`src/rtl/bch_decoder.sv`:
```
// Serial Meggitt decoder for the BCH(15,7) t=2 code, g(x) = x^8+x^7+x^6+x^4+1.
// Collects 15 bits, corrects up to 2 errors, streams 7 message bits and reports status.
module bch_decoder #(
  parameter int unsigned P_N     = 15,
  parameter int unsigned P_K     = 7,
  parameter logic [7:0]  P_GPOLY = 8'hD1
) (
  input  logic       i_clk,
  input  logic       i_rst_n,
  input  logic       i_r,
  input  logic       i_dv,
  output logic       o_ready,
  output logic       o_m,
  output logic       o_mv,
  output logic       o_done,
  output logic [1:0] o_err_cnt,
  output logic       o_uncorr
);

  typedef enum logic [1:0] {StCollect, StDecode, StDone, StFinish} state_e;

  function automatic logic [7:0] mul_x(input logic [7:0] v);
    return {v[6:0], 1'b0} ^ (v[7] ? P_GPOLY : 8'h00);
  endfunction

  function automatic logic [7:0] pow_x(input int unsigned n);
    logic [7:0] v;
    v = 8'h01;
    for (int unsigned i = 0; i < n; i++) v = mul_x(v);
    return v;
  endfunction

  // Syndrome of a single error in the leading (degree 14) position.
  localparam logic [7:0] ErrHead = pow_x(P_N - 1);
  localparam logic [3:0] LastBit = 4'(P_N - 1);
  localparam logic [3:0] MsgLen  = 4'(P_K);

  state_e      state_q, state_d;
  logic [3:0]  cnt_q, cnt_d;
  logic [7:0]  syn_q, syn_d;
  logic [14:0] buf_q, buf_d;
  logic [1:0]  err_q, err_d;
  logic        m_q, m_d;
  logic        mv_q, mv_d;
  logic        done_q, done_d;
  logic [1:0]  err_cnt_q, err_cnt_d;
  logic        uncorr_q, uncorr_d;

  logic        hit;
  logic [7:0]  pat;
  logic [8:0]  t;
  logic [7:0]  u;
  logic        corrected;

  // Leading bit is in error if the syndrome matches the head pattern alone or with one more error.
  always_comb begin
    hit = (syn_q == ErrHead);
    pat = 8'h01;
    for (int unsigned j = 0; j < P_N - 1; j++) begin
      if (syn_q == (ErrHead ^ pat)) hit = 1'b1;
      pat = mul_x(pat);
    end
  end

  always_comb begin
    state_d   = state_q;
    cnt_d     = cnt_q;
    syn_d     = syn_q;
    buf_d     = buf_q;
    err_d     = err_q;
    m_d       = 1'b0;
    mv_d      = 1'b0;
    done_d    = 1'b0;
    err_cnt_d = err_cnt_q;
    uncorr_d  = uncorr_q;
    t         = 9'h000;
    u         = 8'h00;
    corrected = 1'b0;
    case (state_q)
      StCollect: begin
        if (i_dv) begin
          buf_d = {buf_q[13:0], i_r};
          t     = {syn_q, 1'b0} ^ {8'h00, i_r};
          syn_d = t[8] ? (t[7:0] ^ P_GPOLY) : t[7:0];
          if (cnt_q == LastBit) begin
            cnt_d   = 4'd0;
            state_d = StDecode;
          end else begin
            cnt_d = cnt_q + 4'd1;
          end
        end
      end
      StDecode: begin
        corrected = buf_q[14] ^ hit;
        buf_d     = {buf_q[13:0], 1'b0};
        u         = syn_q ^ (hit ? ErrHead : 8'h00);
        syn_d     = mul_x(u);
        if (hit && err_q != 2'd3) err_d = err_q + 2'd1;
        if (cnt_q < MsgLen) begin
          m_d  = corrected;
          mv_d = 1'b1;
        end
        if (cnt_q == LastBit) begin
          cnt_d   = 4'd0;
          state_d = StDone;
        end else begin
          cnt_d = cnt_q + 4'd1;
        end
      end
      StDone: begin
        done_d    = 1'b1;
        err_cnt_d = err_q;
        uncorr_d  = |syn_q;
        syn_d     = 8'h00;
        err_d     = 2'd0;
        cnt_d     = 4'd0;
        state_d   = StFinish;
      end
      // Holds o_ready low while o_done is visible.
      StFinish: state_d = StCollect;
      default:  state_d = StCollect;
    endcase
  end

  always_ff @(posedge i_clk) begin
    if (!i_rst_n) begin
      state_q   <= StCollect;
      cnt_q     <= 4'd0;
      syn_q     <= 8'h00;
      buf_q     <= 15'h0000;
      err_q     <= 2'd0;
      m_q       <= 1'b0;
      mv_q      <= 1'b0;
      done_q    <= 1'b0;
      err_cnt_q <= 2'd0;
      uncorr_q  <= 1'b0;
    end else begin
      state_q   <= state_d;
      cnt_q     <= cnt_d;
      syn_q     <= syn_d;
      buf_q     <= buf_d;
      err_q     <= err_d;
      m_q       <= m_d;
      mv_q      <= mv_d;
      done_q    <= done_d;
      err_cnt_q <= err_cnt_d;
      uncorr_q  <= uncorr_d;
    end
  end

  assign o_ready   = (state_q == StCollect);
  assign o_m       = m_q;
  assign o_mv      = mv_q;
  assign o_done    = done_q;
  assign o_err_cnt = err_cnt_q;
  assign o_uncorr  = uncorr_q;

endmodule

```
`config.mk`:
```
export PLATFORM = sky130hd
export DESIGN_NAME = bch_decoder
export DESIGN_NICKNAME = d
export VERILOG_FILES = /design/src/rtl/bch_decoder.sv
export SDC_FILE = /design/constraint.sdc
export NUM_CORES = 1
export LEC_CHECK = 0
export ABC_AREA = 1
export CAP_MARGIN = 25
export CELL_PAD_IN_SITES_DETAIL_PLACEMENT = 0
export CELL_PAD_IN_SITES_GLOBAL_PLACEMENT = 2
export CORE_ASPECT_RATIO = 1.2
export CORE_UTILIZATION = 36
export CTS_CLUSTER_DIAMETER = 50
export DETAILED_ROUTE_END_ITERATION = 7
export PLACE_DENSITY = 0.89
export SYNTH_ARGS = -nofsm -noshare
export SYNTH_HDL_FRONTEND = slang
export SYNTH_SLANG_ARGS = --single-unit
```
`constraint.sdc`:
```
create_clock -name i_clk -period 3.05 [get_ports i_clk]
set_input_delay 0.61 -clock i_clk [delete_from_list [all_inputs] [get_ports i_clk]]
set_output_delay 0.61 -clock i_clk [all_outputs]
set_load 0.02 [all_outputs]
```
==> results of run 1 <==
==> cell usage after synthesis <==
master    number  area share
a211oi_1       7       0.029
a21oi_1       17       0.048
a21oi_2        3       0.015
a221oi_1       1      0.0049
a22oi_1        1      0.0042
a31oi_1        1      0.0035
buf_1          2      0.0042
buf_2          3      0.0084
clkbuf_1       3      0.0063
dfxtp_1       37        0.41
ha_1          11       0.077
inv_1         24       0.050
inv_2          4      0.0084
nand2_1       37       0.078
nand2_2        3       0.010
nand3_1        9       0.025
nand4_1        3       0.010
nor2_1        48        0.10
nor2_2         4       0.014
nor3_1         3      0.0084
nor4_1         1      0.0035
o21ai_0       22       0.062
o21ai_1        2      0.0056
o21ai_2        1      0.0049
xor2_1         1      0.0049
==> where the power goes <==
group          leakage [nW]  internal (mW)  total [mW]  switching, mW
Sequential            0.304          0.663       0.795          0.133
Combinational         0.541          0.333       0.956          0.623
Clock                0.0585          0.267       0.437          0.170
Total                 0.903           1.26        2.19          0.926
==> worst register-to-register path: stages, from the launching register on <==
cell,delay [ns]
dfxtp_1,0.37
inv_1,0.09
ha_1,0.27
o21ai_2,0.46
inv_1,0.38
nand3_1,0.15
a21oi_1,0.07
==> logic make-up (layout without fill, tap and decap cells) <==
family,count (synthesis),count (layout)
xor gates and xnor gates,1,1
and+or+nand+nor,108,108
adders and majority gates,11,11
buffers and inverters,36,48
DFF,37,37
AOI/OAI and AO/OA,55,55
==> final timing paths <==
kind	to	slack [ns]	cells after the start
max	o_ready	0.80	3
min	o_m$_SDFF_PN0_	0.46	1
max reg2reg	buf_q[0]$_SDFFE_PN0P_	1.13	6
min reg2reg	o_m$_SDFF_PN0_	0.46	1
==> cell usage in the layout (no fill, tap or decap), drive strengths merged <==
cell,synthesis,layout
nand2,40,40
ha,11,11
dfxtp,37,37
xor2,1,1
nand4,3,3
nand3,9,9
o21ai,25,25
inv,28,28
a22oi,1,1
clkbuf,3,7
a21oi,20,20
a31oi,1,1
nor2,52,52
buf,5,2
nor3,3,3
a221oi,1,1
a211oi,7,7
clkdlybuf4s50,0,10
bufinv,0,1
nor4,1,1
==> layout make-up <==
cell class,count,share of cell area
Tap cell,58,0.03524
Timing Repair Buffer,12,0.05589
Sequential cell,37,0.3597
Clock inverter,1,0.01458
Multi-Input combinational cell,175,0.4417
Clock buffer,7,0.04192
Inverter,28,0.05103
==> registers in the layout, summed over array words and instances, names as in the netlist <==
| register | cells |
|---|---|
| buf_q | 15 |
| err_q | 2 |
| syn_q | 8 |
| o_err_cnt | 2 |
| cnt_q | 4 |
| o_m | 1 |
| state_q | 2 |
| o_uncorr | 1 |
| o_done | 1 |
| o_mv | 1 |
==> metal layers <==
layer / routed length (um) / vias to the layer above / part of all wire
met5: 0 / - / 0
met4: 91 / 0 / 0.023
met3: 103 / 9 / 0.026
met2: 1933 / 20 / 0.50
met1: 1770 / 702 / 0.45
li1: - / 829 / -
==> metrics.cfg, run 1 <==
[yosys]
synth-xor-area-share = 0.004895
synth_top_family_by_area = simple AND/OR/NAND/NOR gates
syn_inst = 248
syn_nets = 263
synth_compound_area_frac = 0.1762
synth_area_per_cell_um2 = 7.215
yosys.area_share.simple = 0.2503
synth_cell_types = 25
synth-seq-area-share = 0.4140
synthAdderAreaFrac = 0.07692
synth_seq_cells = 37
ys_warn_count = 0
synth.cell_area_um2 = 1789
synthMuxAreaShare = 0

[placed_design]
dp_hpwl_um = 2864
pre_cts_slack_ns = 0.8560
placed_area_um2 = 1943
gp_congestion = 0.7671
port_buffers = 10
dp_cells = 310

[sta]
holdWs_ns = 0.4577
fmax_mhz = 444.5
hold_violations = 0
clock_skew_ns = 0.005446
finalWorstSetupSlack_ns = 0.8002
drv_slew = 0
tightest_slew_ns = 0.5427
period_minus_slack_ns = 2.250
rsz0062_at_grt = false
max_slew_margin = 0.6381
fin_crit_sh = 0.7376
setup_viol = 0
tns_ns = 0

[routing]
vias = 1560
drt-pass1-iter-count = 4
ant_nets = 0
wirelength_um = 3899
first_iter_violations = 19
drc = 0
wire_per_inst_um = 12.26
avgViaCountPerCell = 4.906

[final_layout]
final-seq-area_um2 = 740.7
drive_gt1_frac = 0.09231
fin_area_um2 = 2059
stdcell_count = 318
fin_util = 0.4386
nFillCells = 497
multiInputGateArea_um2 = 909.6
area_growth_pct = 15.11
finalNetCount = 274
antenna-diode-count = 0

[global_routing]
grt_pass1_vias = 1471
grt_usage = 0.1670
antenna_found_initial = 0
gr-usage-met3 = 0.03592
grt_use_met1 = 0.1908
grt_max_degree = 26
grt-busiest-layer = met2
grt.met2_usage = 0.2939
gr-total-overflow = 0
grt_pass1_wl_um = 6706

[setup_path]
max_stage_delay_ns = 0.64
required_ns = 2.44
r2r-start = state_q[0]$_SDFFE_PN0P_
critPathArrivalTime_ns = 1.64
critPathTopFamily = buffers and inverters
critPathMaxFanout = 6
critPathLaunchType = flip-flop
critical-path-slowest-cell = clkdlybuf4s50_1
end_kind = primary output
crit_type = flip-flop to primary output
critPathBufInv = 2
crit_chain = inv_1, ha_1, clkdlybuf4s50_1
crit_start = state_q[0]$_SDFFE_PN0P_

[clock_network]
clk_pin_slew_worst_paths_ns = 0.07
htree_levels = 2
cts_num_sinks = 37
cts_setup_buffers = 0
cts_buffer_depth = 2
cts_hold_buf = 0
cts_tree = done
cts-root-buf = clkbuf_8
cts_buffers = 5
clkLatencyLatePin_ns = 0.28
cts_resized = 0

[die]
initial_core_util = 0.3810
dieArea_um2 = 5257
num_rows = 27
fp.dieH_um = 79.23
die_w_um = 66.36
core-area_um2 = 4696
pin_count = 11

[hold_path]
hold_path.class = flip-flop to flip-flop
worstHoldStart = buf_q[14]$_SDFFE_PN0P_

[power_and_ir_drop]
power_mw = 2.188
p_leak_nw = 0.9034
ir_drop_v = 0.0006231
power_density_nw_per_um2 = 1062

[run_status]
status = finished clean

[flow_run]
drv_cap = 0

No activity file was read; power rests on OpenSTA's default activity.
==> run 2, diff against run 1 <==
Settings changed: CORE_UTILIZATION 36 to 30, PLACE_DENSITY 0.89 to 0.8.
Clock period 3.05 ns to 2 ns, I/O delays scaled along.
==> metrics.cfg, run 2 (synthesized netlist as in run 1, its figures left out) <==
[final_layout]
fin_area_um2 = 2135  ; +3.6%
regMostFlops = buf_q
stdcell_count = 346  ; +8.8%
reg_top3 = buf_q (15), syn_q (8), cnt_q (4)
fin_util = 0.3741  ; -0.06446
layout_common_cells = nor2_1 (48), nand2_1 (37), dfxtp_1 (37)
finalNetCount = 280  ; +2.2%
antenna-diode-count = 0  ; unchanged
drive_gt1_frac = 0.1165  ; +0.02423
mostFrequentLayoutCell = nor2_1
area_growth_pct = 19.30
largest_register_ffs = 15  ; unchanged

[die]
dieArea_um2 = 6279  ; +19%
pin_count = 11  ; unchanged
core-area_um2 = 5705  ; +22%
initial_core_util = 0.3136  ; -0.06743
num_rows = 30  ; +11%
fp.dieH_um = 86.60  ; +9.3%
die_w_um = 72.50  ; +9.3%

[placed_design]
pre_cts_slack_ns = 0.2784  ; -0.5776 ns
dp_cells = 338  ; +9.0%
dp_hpwl_um = 2893  ; +1.0%
port_buffers = 10  ; unchanged
placed_area_um2 = 2016  ; +3.7%
gp_congestion = 0.7339  ; -4.3%

[power_and_ir_drop]
p_leak_nw = 0.9318  ; +3.1%
power_mw = 3.403  ; +56%
p_int_mw = 1.982  ; +57%
p_switching_mw = 1.421  ; +53%
ir_drop_v = 0.0007061  ; +13%
power_density_nw_per_um2 = 1594  ; +50%
switching_share = 0.4176  ; -0.005525
comb_power_share = 0.451  ; +0.014
pwr-share-clk = 0.198  ; -0.002
seqPwrFrac = 0.351  ; -0.012

[clock_network]
clkLatencyLatePin_ns = 0.29  ; about the same
cts_tree = done
htree_levels = 2  ; unchanged
clk_pin_slew_worst_paths_ns = 0.07  ; about the same
cts_resized = 1  ; +1
cts-root-buf = clkbuf_8
cts_buffer_depth = 2  ; unchanged
cts_buffers = 5  ; unchanged
cts_setup_buffers = 0  ; unchanged
cts_hold_buf = 0  ; unchanged
cts_num_sinks = 37  ; unchanged

[global_routing]
grt_usage = 0.1399  ; -0.02710
grt_pass1_vias = 1472  ; +0.068%
grt_pass1_wl_um = 6831  ; +1.9%
grt_max_degree = 25  ; -3.8%
gr-total-overflow = 0  ; unchanged
antenna_found_initial = 0  ; unchanged

[sta]
fmax_mhz = 574.6
tns_ns = 0  ; unchanged
drv_slew = 0  ; unchanged
rsz0062_at_grt = false
tightest_slew_ns = 0.3740  ; -0.1688 ns
holdWs_ns = 0.4612  ; +0.003485 ns
max_slew_margin = 0.7504  ; +0.1123
setup_viol = 0  ; unchanged
fin_crit_sh = 0.8702
hold_violations = 0  ; unchanged
finalWorstSetupSlack_ns = 0.2595  ; -0.5407 ns
clock_skew_ns = 0.007775  ; +0.002329 ns
period_minus_slack_ns = 1.740

[setup_path]
crit_type = flip-flop to primary output
critPathLaunchType = flip-flop
end_kind = primary output
critPathMaxFanout = 6  ; unchanged
required_ns = 1.60  ; -0.84 ns
critPathArrivalTime_ns = 1.34  ; -0.30 ns

[routing]
wire_per_inst_um = 11.48  ; -6.3%
ant_nets = 0  ; unchanged
drt-pass1-iter-count = 4  ; unchanged
vias = 1574  ; +0.90%
first_iter_violations = 58  ; +39
avgViaCountPerCell = 4.549  ; -7.3%
drc = 0  ; unchanged
wirelength_um = 3973  ; +1.9%

[flow_run]
drv_cap = 0  ; unchanged

[run_status]
status = finished clean

[hold_path]
hold_path.class = flip-flop to flip-flop

## run 2: changes by cell type in the layout (fill, tap and decap cells not counted)
cell and delta:
buf_4 +6, clkbuf_1 -1, clkdlybuf4s50_1 -1, clkinvlp_4 +1
dlygate4sd2_1 +1
## run 2: critical path: stages (launching register included)
cell           delay (ns)
dfxtp_1              0.33
inv_1                0.10
ha_1                 0.27
dlygate4sd2_1        0.36
## run 2: cell type report
class	count	area, um2
clock buffers	6	82.58
clock inverters	2	37.54
fillers	651	3571
inverters	28	105.1
multi-input cells	175	909.6
flip-flops and latches	37	740.7
well taps	80	100.1
repair buffers	18	158.9
## run 2: worst paths after layout
path,startpoint,to,slack [ns],depth (start not counted)
setup / recovery,state_q[0]$_SDFFE_PN0P_,o_ready,0.26,3
hold / removal,buf_q[14]$_SDFFE_PN0P_,o_m$_SDFF_PN0_,0.46,1
setup reg to reg,syn_q[6]$_SDFFE_PN0P_,err_q[1]$_SDFFE_PN0P_,0.36,11
hold reg to reg,buf_q[14]$_SDFFE_PN0P_,o_m$_SDFF_PN0_,0.46,1
## run 2: power groups by stage
stage	registers, mW	clock network [mW]	logic [mW]
6_report	1.19	0.675	1.53
4_1_cts	1.20	0.700	1.56
2_1_floorplan	1.21	0	1.09
3_3_place_gp	1.21	0	1.58
3_5_place_dp	1.21	0	1.57
5_1_grt	1.23	0.731	1.75
## run 2: metal layers
layer  GRT usage  wire length [um]  up-vias
met5           0                 0        -
met4     0.04813                57        0
met3     0.02791               110        5
met2      0.2379              1908       21
met1      0.1748              1897      708
li1            -                 -      840
